===== config.mk =====
export PLATFORM = sky130hd
export DESIGN_NAME = pipe_hazard_ctrl
export DESIGN_NICKNAME = d
export VERILOG_FILES = /design/src/rtl/pipe_hazard_ctrl.sv
export SDC_FILE = /design/constraint.sdc
export NUM_CORES = 1
export LEC_CHECK = 0
export CORE_MARGIN = 1
export CORE_UTILIZATION = 41
export CTS_BUF_LIST = sky130_fd_sc_hd__clkbuf_8
export DETAILED_ROUTE_END_ITERATION = 12
export PLACE_DENSITY_LB_ADDON = 0.2
export SYNTH_ARGS = -nofsm -noshare
export SYNTH_HDL_FRONTEND = slang
export SYNTH_SLANG_ARGS = --single-unit

===== constraint.sdc =====
create_clock -name clk -period 1.99 [get_ports clk]
set_input_delay 0.199 -clock clk [delete_from_list [all_inputs] [get_ports clk]]
set_output_delay 0.199 -clock clk [all_outputs]
set_load 0.1 [all_outputs]

===== src/rtl/pipe_hazard_ctrl.sv =====
// pipe_hazard_ctrl - hazard and sequencing controller for a 5-stage RISC-V pipeline.
//
// Drives stall/flush for the IF/ID (fd), ID/EX (de), EX/MEM (em) and MEM/WB (mw)
// pipeline registers, generates EX-stage forwarding selects, freezes the pipe
// while a multi-cycle data-memory access is outstanding and traps hung accesses.
//
// Ports:
//   clk, rst                 clock, asynchronous active-high reset
//   rs1_D, rs2_D             decode-stage source registers
//   rs1_E, rs2_E, rd_E       execute-stage sources / destination
//   mem_rd_E                 execute-stage instruction is a load
//   rd_M, reg_wr_M           memory-stage destination / write enable
//   mem_req_M, mem_ready_M   memory-stage data access request / completion
//   rd_W, reg_wr_W           writeback-stage destination / write enable
//   branch_taken_E           execute-stage branch/jump resolved taken
//   stall_*, flush_*         per-register hold / clear
//   redirect_F               fetch takes the branch target
//   fwd_a_E, fwd_b_E         00 = regfile, 01 = writeback, 10 = memory-stage ALU result
//   mem_err                  sticky memory-timeout error
//   state_o                  current FSM state (debug)
//
// Optional feature macro: HAZARD_PERF_EN adds 32-bit wrapping counters
//   perf_lu_stalls (load-use bubbles), perf_mem_wait (MEM_WAIT cycles),
//   perf_flushes (taken-branch redirects).
//
// State table:
//   state    | meaning
//   RUN      | normal flow; branch / load-use handling
//   MEM_WAIT | data access outstanding, pipe frozen, wait counter running
//   ERROR    | access timed out; whole pipe held until reset

module pipe_hazard_ctrl #(
    parameter int MEM_TIMEOUT = 64,
    parameter int CNT_W       = 8
) (
    input  logic       clk,
    input  logic       rst,
    input  logic [4:0] rs1_D,
    input  logic [4:0] rs2_D,
    input  logic [4:0] rs1_E,
    input  logic [4:0] rs2_E,
    input  logic [4:0] rd_E,
    input  logic       mem_rd_E,
    input  logic [4:0] rd_M,
    input  logic       reg_wr_M,
    input  logic       mem_req_M,
    input  logic       mem_ready_M,
    input  logic [4:0] rd_W,
    input  logic       reg_wr_W,
    input  logic       branch_taken_E,
    output logic       stall_fd,
    output logic       stall_de,
    output logic       stall_em,
    output logic       stall_mw,
    output logic       flush_fd,
    output logic       flush_de,
    output logic       flush_em,
    output logic       flush_mw,
    output logic       redirect_F,
    output logic [1:0] fwd_a_E,
    output logic [1:0] fwd_b_E,
    output logic       mem_err,
    output logic [1:0] state_o
`ifdef HAZARD_PERF_EN
    ,
    output logic [31:0] perf_lu_stalls,
    output logic [31:0] perf_mem_wait,
    output logic [31:0] perf_flushes
`endif
);

    localparam logic [1:0] RUN      = 2'b00;
    localparam logic [1:0] MEM_WAIT = 2'b01;
    localparam logic [1:0] ERROR    = 2'b10;

    logic [1:0]       state;
    logic [CNT_W-1:0] wait_cnt;
    logic             wait_cond;
    logic             load_use;
    logic             lu_bubble;

    function automatic logic [1:0] fwd_sel(input logic [4:0] rs);
        if (reg_wr_M && rd_M != 5'd0 && rd_M == rs)
            return 2'b10;
        else if (reg_wr_W && rd_W != 5'd0 && rd_W == rs)
            return 2'b01;
        else
            return 2'b00;
    endfunction

    // While waiting, only completion matters; the request is assumed held.
    assign wait_cond = (state == RUN)      ? (mem_req_M && !mem_ready_M) :
                       (state == MEM_WAIT) ? !mem_ready_M : 1'b0;
    assign load_use  = mem_rd_E && rd_E != 5'd0 && (rd_E == rs1_D || rd_E == rs2_D);
    assign state_o   = state;

    always_comb begin
        stall_fd   = 1'b0;
        stall_de   = 1'b0;
        stall_em   = 1'b0;
        stall_mw   = 1'b0;
        flush_fd   = 1'b0;
        flush_de   = 1'b0;
        flush_em   = 1'b0;
        flush_mw   = 1'b0;
        redirect_F = 1'b0;
        lu_bubble  = 1'b0;
        fwd_a_E    = 2'b00;
        fwd_b_E    = 2'b00;
        if (!rst) begin
            fwd_a_E = fwd_sel(rs1_E);
            fwd_b_E = fwd_sel(rs2_E);
            if (state == ERROR) begin
                stall_fd = 1'b1;
                stall_de = 1'b1;
                stall_em = 1'b1;
                stall_mw = 1'b1;
            end else if (wait_cond) begin
                // Branch in EX is held and re-evaluated when the access completes.
                stall_fd = 1'b1;
                stall_de = 1'b1;
                stall_em = 1'b1;
                flush_mw = 1'b1;
            end else if (branch_taken_E) begin
                redirect_F = 1'b1;
                flush_fd   = 1'b1;
                flush_de   = 1'b1;
            end else if (load_use) begin
                stall_fd  = 1'b1;
                flush_de  = 1'b1;
                lu_bubble = 1'b1;
            end
        end
    end

    always_ff @(posedge clk or posedge rst) begin
        if (rst) begin
            state    <= RUN;
            wait_cnt <= '0;
            mem_err  <= 1'b0;
        end else begin
            case (state)
                RUN: begin
                    if (mem_req_M && !mem_ready_M) begin
                        state    <= MEM_WAIT;
                        wait_cnt <= CNT_W'(1);
                    end
                end
                MEM_WAIT: begin
                    if (mem_ready_M) begin
                        state    <= RUN;
                        wait_cnt <= '0;
                    end else if (wait_cnt == CNT_W'(MEM_TIMEOUT)) begin
                        state   <= ERROR;
                        mem_err <= 1'b1;
                    end else if (wait_cnt != '1) begin
                        wait_cnt <= wait_cnt + 1'b1;
                    end
                end
                ERROR:   state <= ERROR;
                default: state <= RUN;
            endcase
        end
    end

`ifdef HAZARD_PERF_EN
    always_ff @(posedge clk or posedge rst) begin
        if (rst) begin
            perf_lu_stalls <= '0;
            perf_mem_wait  <= '0;
            perf_flushes   <= '0;
        end else begin
            if (lu_bubble)
                perf_lu_stalls <= perf_lu_stalls + 32'd1;
            if (state == MEM_WAIT)
                perf_mem_wait <= perf_mem_wait + 32'd1;
            if (redirect_F)
                perf_flushes <= perf_flushes + 32'd1;
        end
    end
`else
    logic unused_lu;
    assign unused_lu = lu_bubble;
`endif

endmodule


==> flow_metrics.env, run 1 <==
export IMPL_synth_edff_count=0
export IMPL_clockBufferDepth=2
export IMPL_grt_pass1_wl_um=5865
export IMPL_fillCellCount=133
export IMPL_path_max_fanout=2
export IMPL_ant_nets=0
export IMPL_clock_skew_ns=0.003612
export IMPL_dieHeight_um=54.29
export IMPL_cts_root_buf="clkbuf_8"
export IMPL_grt_util_all_layers_pct=28.41
export IMPL_antenna_cells=0
export IMPL_numCtsBuffers=3
export IMPL_synth_top_area_cell="dfrtp_1"
export IMPL_post_route_drc_count=0
export IMPL_slowest_stage="or4_4"
export IMPL_syn2layout_area_growth_pct=96.32
export IMPL_leakage_nw=0.9608
export IMPL_place_ws_ns=-0.2890
export IMPL_num_rows=18
export IMPL_syn_nets=178
export IMPL_placed_area_um2=2063
export IMPL_maxCapViolCount=0
export IMPL_coreArea_um2=2522
export IMPL_clock_fmax_mhz=503.7
export IMPL_wl_um=4080
export IMPL_drt_first_pass_iters=4
export IMPL_place_detailed_hpwl_um=3170
export IMPL_final_layout_size_suffix_gt1_share_pct=35.51
export IMPL_grt_max_degree=13
export IMPL_p_per_area_nw_per_um2=415.5
export IMPL_start_util_pct=44.44
export IMPL_syn_inst=133
export IMPL_cp_start_kind="primary input"
export IMPL_grt_pass1_vias=1269
export IMPL_r2r_start="wait_cnt[0]"
export IMPL_ys_warn_count=0
export IMPL_reg2reg_depth=6
export IMPL_place_gp_congestion=0.7401
export IMPL_die_w_um=54.29
export IMPL_avgSynthCellArea_um2=8.429
export IMPL_dieArea_um2=2947
export IMPL_fin_ws_ns=0.004638
export IMPL_multi_input_area_um2=927.1
export IMPL_timing_final_crit_share_pct=99.77
export IMPL_num_io_pins=59
export IMPL_register_area_um2=282.8
export IMPL_viasPerCell=5.561
export IMPL_setup_viol=0
export IMPL_synth_commonest_cells="16 x xor2_1, 14 x xnor2_1, 13 x nand2_1, 11 x dfrtp_1, 8 x a21oi_1"
export IMPL_r2r_end="wait_cnt[7]"
export IMPL_status="finished clean"
export IMPL_slew_violations=0
export IMPL_drt_iter0_drc=43
export IMPL_final_area_um2=2201
export IMPL_syn_area_um2=1121
export IMPL_setup_worst_path_end_class="output port"
export IMPL_clk_latency_ns=0.25
export IMPL_slowest_delay_ns=0.55
export IMPL_vias=1357
export IMPL_ys_ff_latch=11
export IMPL_clkTransAtPathRegs_ns=0.05
export IMPL_ys_flop_type="dfrtp_1"
export IMPL_yosysSeqAreaShare_pct=24.55
export IMPL_synth_most_common_cell="xor2_1"
export IMPL_worstPathCellList="buf_6 > or4_4 > o211ai_1 > buf_4 > or4_4 > nor4_4 > buf_12"
export IMPL_grt_ovfl_total=0
export IMPL_worstHoldPathCells=1
export IMPL_worst_ir_drop_vdd_mv=0.5963
export IMPL_cts_tree="done"
export IMPL_synthTopCellsByArea="dfrtp_1 25%, xor2_1 13%, xnor2_1 11%, nand2_1 4.4%, a21oi_1 3.6%"
export IMPL_synth_top_area_share_pct=24.55
export IMPL_avgRoutedWirePerCell_um=16.72
export IMPL_min_path_type="flip-flop to flip-flop"
export IMPL_r2r_slack_ns=0.13
export IMPL_rsz0062_at_grt="true"
export IMPL_power_mw=0.9146
export IMPL_antenna_found_initial=0
export IMPL_htree_levels=1
export IMPL_hp_start="mem_err"
export IMPL_clock_sinks=11
export IMPL_hold_end="mem_err"
export IMPL_finalHoldViolations=0
export IMPL_layout_min_cycle_time_ns=1.985
export IMPL_final_nets=260
export IMPL_io_buffers=57
export IMPL_crit_top_cell="or4_4"
export IMPL_synthArstFlopShare_pct=100.0
export IMPL_crit_required_ns=1.79
export IMPL_arrival_ns=1.79
export IMPL_worst_setup_path_type="primary input to output port"
export IMPL_synth_cell_types=38
## layer usage
metal,track usage [%],vias to the layer above,share of wire [%]
li1,-,647,-
met2,55.49,61,59
met4,5.556,0,1.1
met1,30.83,645,35
met5,0,-,0
met3,6.111,4,5.2
## worst max-delay path: cells and delay by family
kind	cells	cell delay, ns
AO/OA/AOI/OAI	1	0.12
buffers and inverters	3	0.46
AND/OR/NAND/NOR	3	1.02
## cell usage in the layout, fill, tap and decap left out, types with 3 or more instances in the layout
cell	count
buf_4	23
clkdlybuf4s50_1	22
xor2_1	16
xnor2_1	14
nand2_1	13
buf_12	12
dfrtp_1	9
dlymetal6s2s_1	8
nand3_1	6
a21oi_1	6
or4_4	5
buf_6	5
inv_1	4
dlygate4sd2_1	4
nor3_1	3
nor4_4	3
nor2_1	3
a21o_1	3
o211ai_1	3
clkbuf_8	3
## kinds of logic after synthesis
kind of cell | Yosys count | synth area share, %
compound gates | 33 | 20.76
xor+xnor | 30 | 23.44
fa+ha+maj | 2 | 2.232
buf+inv | 7 | 3.348
flops | 11 | 24.55
other cells | 1 | 0.3345
simple gates | 49 | 25.34
## final cells by class
class / instances / share of cell area (%)
clock buffer: 3 / 1.876
clock inverter: 1 / 0.1706
inverter: 4 / 0.8528
multi-input combinational: 115 / 42.13
sequential: 11 / 12.85
tap: 30 / 1.706
timing repair buffer: 80 / 40.42
## where the power goes
| part | total [mW] | switching (mW) | internal, mW |
|---|---|---|---|
| sequential | 0.248 | 0.0142 | 0.234 |
| clock | 0.230 | 0.0940 | 0.136 |
| combinational | 0.436 | 0.231 | 0.205 |
## through the flow
stage	TNS, ns	cells	hold slack (ns)	utilization, %
after CTS	0	242	0.3754	84.28
after detailed placement	-0.5162	237	0.4626	81.80
after global placement	-0.4068	237	0.4561	81.80
after global routing	-0.04185	244	0.5025	87.25
after floorplan	-1.481	133	0.001527	-
final	0	244	0.4766	87.25
## sequential cells by signal, indices dropped and copies added (netlist names)
name,count
mem_err,1
state_o,2
wait_cnt,8
## worst max-delay path by stage
stage / start / endpoint / depth (start not counted)
CTS: rd_M[4] / fwd_a_E[0] / 6
finish: rd_W[3] / fwd_b_E[0] / 7
detailed placement: rd_W[4] / fwd_a_E[0] / 6
global route: rd_W[3] / fwd_b_E[0] / 7
floorplan: rd_M[0] / fwd_a_E[1] / 3
global placement: rd_W[4] / fwd_a_E[0] / 6
## timing repair
action / in CTS / in global routing
buffers inserted: 1 / 1
gates resized for setup: 22 / 38
pin swaps: 8 / 8
setup endpoints to repair: 4 / 6
hold buffers: 0 / 1
hold endpoints to repair: 0 / 6
Note: power is estimated with default switching activity, not from simulation.
==> run 2, diff against run 1 <==
--- a/config.mk
+++ b/config.mk
@@ -9,7 +9,8 @@
 export CORE_UTILIZATION = 41
 export CTS_BUF_LIST = sky130_fd_sc_hd__clkbuf_8
 export DETAILED_ROUTE_END_ITERATION = 12
-export PLACE_DENSITY_LB_ADDON = 0.2
+export HOLD_SLACK_MARGIN = 0.1
+export PLACE_DENSITY = 0.83
 export SYNTH_ARGS = -nofsm -noshare
 export SYNTH_HDL_FRONTEND = slang
 export SYNTH_SLANG_ARGS = --single-unit
==> constraint.sdc (replaced) <==
create_clock -name clk -period 1.99 [get_ports clk]
set_input_delay 0.597 -clock clk [delete_from_list [all_inputs] [get_ports clk]]
set_output_delay 0.597 -clock clk [all_outputs]
set_load 0.1 [all_outputs]
==> run 2 against run 1 <==
Net effect: the flow now stops in global routing (5_1_grt); area after synthesis unchanged; synthesized cell count unchanged.
==> flow_metrics.env, run 2 <==
export IMPL_htree_levels=1
export IMPL_synth_top_area_cell="dfrtp_1"
export IMPL_synth_edff_count=0
export IMPL_grt_max_degree=12
export IMPL_error="[ERROR DPL-0038] Utilization greater than 100%, impossible to legalize"
export IMPL_clockBufferDepth=2
export IMPL_postGrtWorstEndpoint="fwd_a_E[0]"
export IMPL_synth_cell_types=38
export IMPL_synth_top_area_share_pct=24.55
export IMPL_status="aborted with a tool error"
export IMPL_ys_ff_latch=11
export IMPL_ys_warn_count=0
export IMPL_syn_area_um2=1121
export IMPL_avgSynthCellArea_um2=8.429
export IMPL_synth_most_common_cell="xor2_1"
export IMPL_numCtsBuffers=3
export IMPL_place_detailed_hpwl_um=4269
export IMPL_synthTopCellsByArea="dfrtp_1 25%, xor2_1 13%, xnor2_1 11%, nand2_1 4.4%, a21oi_1 3.6%"
export IMPL_ys_flop_type="dfrtp_1"
export IMPL_stop_stage="global routing (5_1_grt)"
export IMPL_num_io_pins=59
export IMPL_hold_buffers=0
export IMPL_start_util_pct=44.44
export IMPL_die_w_um=54.29
export IMPL_clock_sinks=11
export IMPL_cts_root_buf="clkbuf_8"
export IMPL_syn_nets=178
export IMPL_synthArstFlopShare_pct=100.0
export IMPL_dieHeight_um=54.29
export IMPL_num_rows=18
export IMPL_synth_commonest_cells="16 x xor2_1, 14 x xnor2_1, 13 x nand2_1, 11 x dfrtp_1, 8 x a21oi_1"
export IMPL_worst_path_end_type="top-level output"
export IMPL_place_gp_congestion=0.9627
export IMPL_syn_inst=133
export IMPL_dp_cells=249
export IMPL_yosysSeqAreaShare_pct=24.55
export IMPL_io_buffers=57
-- run 2: cell counts after synthesis --
No cell type changed its count.
-- run 2: kinds of logic after synthesis --
| logic type | count (synthesis) | synth area share, % |
|---|---|---|
| other | 1 | 0.3345 |
| and+or+nand+nor | 49 | 25.34 |
| AOI/OAI and AO/OA | 33 | 20.76 |
| xor gates and xnor gates | 30 | 23.44 |
| buffers and inverters | 7 | 3.348 |
| adders and majority gates | 2 | 2.232 |
| DFF | 11 | 24.55 |
-- run 2: per-stage QoR --
stage / setup WS, ns / hold slack (ns) / cell area, µm² / util [%] / TNS [ns]
floorplan: -1.140 / 0.3995 / 1272 / - / -6.053
global placement: -1.015 / 0.5204 / 2223 / 88.14 / -8.362
detailed placement: -1.198 / 0.5248 / 2223 / 88.14 / -9.845
CTS: -0.6712 / 0.5798 / 2386 / 94.59 / -4.188
-- run 2: what timing repair did --
item / in CTS
endpoints found under the setup margin: 16
endpoints found under the hold margin: 0
setup buffers: 11
pin swaps: 28
resized for setup: 101
==> run 3, diff against run 2 <==
==> config.mk (replaced) <==
export PLATFORM = sky130hd
export DESIGN_NAME = pipe_hazard_ctrl
export DESIGN_NICKNAME = d
export VERILOG_FILES = /design/src/rtl/pipe_hazard_ctrl.sv
export SDC_FILE = /design/constraint.sdc
export NUM_CORES = 1
export LEC_CHECK = 0
export CORE_AREA = 2 2 63 65
export DETAILED_ROUTE_END_ITERATION = 12
export DIE_AREA = 0 0 65 67
export PLACE_DENSITY_LB_ADDON = 0.15
export SYNTH_ARGS = -nofsm -noshare
export SYNTH_HDL_FRONTEND = slang
export SYNTH_SLANG_ARGS = --single-unit
==> run 3 against run 2 <==
Net effect: the flow now finishes, with violations (setup timing).
==> flow_metrics.env, run 3 (synthesis results as in run 1) <==
export IMPL_cts_root_buf="clkbuf_8"
export IMPL_layout_common_cells="37 x buf_4, 16 x buf_12, 15 x xor2_1"
export IMPL_rsz0062_at_grt="true"
export IMPL_syn2layout_area_growth_pct=114.7
export IMPL_start_util_pct=31.09
export IMPL_coreArea_um2=3606
export IMPL_stdcell_count=281
export IMPL_fin_ws_ns=-0.6323
export IMPL_place_gp_congestion=0.9155
export IMPL_crit_required_ns=1.39
export IMPL_grt_pass1_wl_um=6630
export IMPL_clk_latency_ns=0.24
export IMPL_hold_buffers=0
export IMPL_dieHeight_um=67
export IMPL_setup_worst_path_end_class="output port"
export IMPL_slew_violations=0
export IMPL_layout_min_cycle_time_ns=2.622
export IMPL_grt_max_degree=12
export IMPL_clock_fmax_mhz=381.3
export IMPL_path_max_fanout=3
export IMPL_grt_ovfl_total=0
export IMPL_min_path_type="flip-flop to flip-flop"
export IMPL_p_per_area_nw_per_um2=390.7
export IMPL_grt_pass1_vias=1435
export IMPL_clock_sinks=11
export IMPL_worst_setup_path_type="primary input to output port"
export IMPL_final_common_cell="buf_4"
export IMPL_dieArea_um2=4355
export IMPL_max_flop_register="wait_cnt"
export IMPL_wl_um=4014
export IMPL_antenna_cells=0
export IMPL_avgRoutedWirePerCell_um=14.28
export IMPL_cp_start_kind="primary input"
export IMPL_violations="setup timing"
export IMPL_clkTransAtPathRegs_ns=0.05
export IMPL_fillCellCount=316
export IMPL_antenna_found_initial=0
export IMPL_largest_register_ffs=8
export IMPL_htree_levels=1
export IMPL_leakage_nw=1.030
export IMPL_grt_util_all_layers_pct=20.24
export IMPL_num_rows=22
export IMPL_die_w_um=65
export IMPL_drt_iter0_drc=48
export IMPL_clock_skew_ns=0.0002823
export IMPL_ant_nets=0
export IMPL_vias=1375
export IMPL_worst_ir_drop_vdd_mv=0.1884
export IMPL_timing_final_crit_share_pct=131.8
export IMPL_num_io_pins=59
export IMPL_viasPerCell=4.893
export IMPL_drt_first_pass_iters=4
export IMPL_dp_cells=267
export IMPL_numCtsBuffers=3
export IMPL_finalHoldViolations=0
export IMPL_final_layout_size_suffix_gt1_share_pct=51.50
export IMPL_maxCapViolCount=0
export IMPL_clockBufferDepth=2
export IMPL_place_detailed_hpwl_um=3366
export IMPL_place_ws_ns=-1.042
export IMPL_post_route_drc_count=0
export IMPL_status="finished with violations"
export IMPL_hold_ws_ns=0.5472
export IMPL_setup_viol=10
export IMPL_final_nets=279
export IMPL_io_buffers=57
export IMPL_arrival_ns=2.03
export IMPL_cts_tree="done"
==> run 3: metrics by stage <==
step | cell area, µm² | power, mW | utilization [%] | TNS (ns)
finish | 2407 | 0.9406 | 66.76 | -3.477
global route | 2407 | 0.9901 | 66.76 | -3.917
CTS | 2386 | 0.9346 | 66.17 | -3.716
detailed placement | 2258 | 0.7037 | 62.63 | -8.666
global placement | 2258 | 0.6938 | 62.63 | -8.259
floorplan | 1272 | 0.4711 | - | -6.053
==> run 3: worst paths after layout <==
check	start	to	slack, ns	depth (start not counted)
max in group asynchronous	rst	state_o[1]	1.26	5
max reg2reg	wait_cnt[0]	wait_cnt[7]	0.21	6
min reg2reg	mem_err	mem_err	0.55	1
max	rd_W[2]	fwd_a_E[0]	-0.63	6
min in group asynchronous	rst	wait_cnt[0]	0.56	5
min	mem_err	mem_err	0.55	1
==> run 3: timing repair <==
| action | 4_1_cts | 5_1_grt |
|---|---|---|
| setup endpoints to repair | 14 | 11 |
| buffers inserted | 7 | 3 |
| resized for setup | 95 | 36 |
| pin swaps | 28 | 21 |
==> run 3: report_power, final <==
group	internal [mW]	switching [mW]	leakage (nW)	total [mW]
clock	0.140	0.0814	0.0228	0.222
combinational	0.225	0.246	0.861	0.472
sequential	0.235	0.0125	0.146	0.247
==> run 3: critical path, stage by stage <==
cell and delay [ns]:
buf_6 0.10, buf_6 0.10, xor2_1 0.14, or4_4 0.53, nor4_4 0.33, buf_12 0.21
==> run 3: routing by layer <==
metal | vias up | part of all wire [%] | global-route usage (%) | wire length, µm
met3 | 8 | 3.7 | 3.378 | 148
met2 | 39 | 60 | 43.56 | 2408
met1 | 648 | 34 | 19.08 | 1371
met5 | - | 0 | 0 | 0
li1 | 680 | - | - | -
met4 | 0 | 2.1 | 5.585 | 85
==> run 3: area by class of cell <==
type                       count  area [µm²]  share of cell area, %
multi-input combinational    115        1015                  42.15
timing repair buffer          99       985.9                  40.96
sequential                    11       282.8                  11.75
tap                           48       60.06                  2.495
clock buffer                   4       45.04                  1.871
inverter                       4       18.77                 0.7796
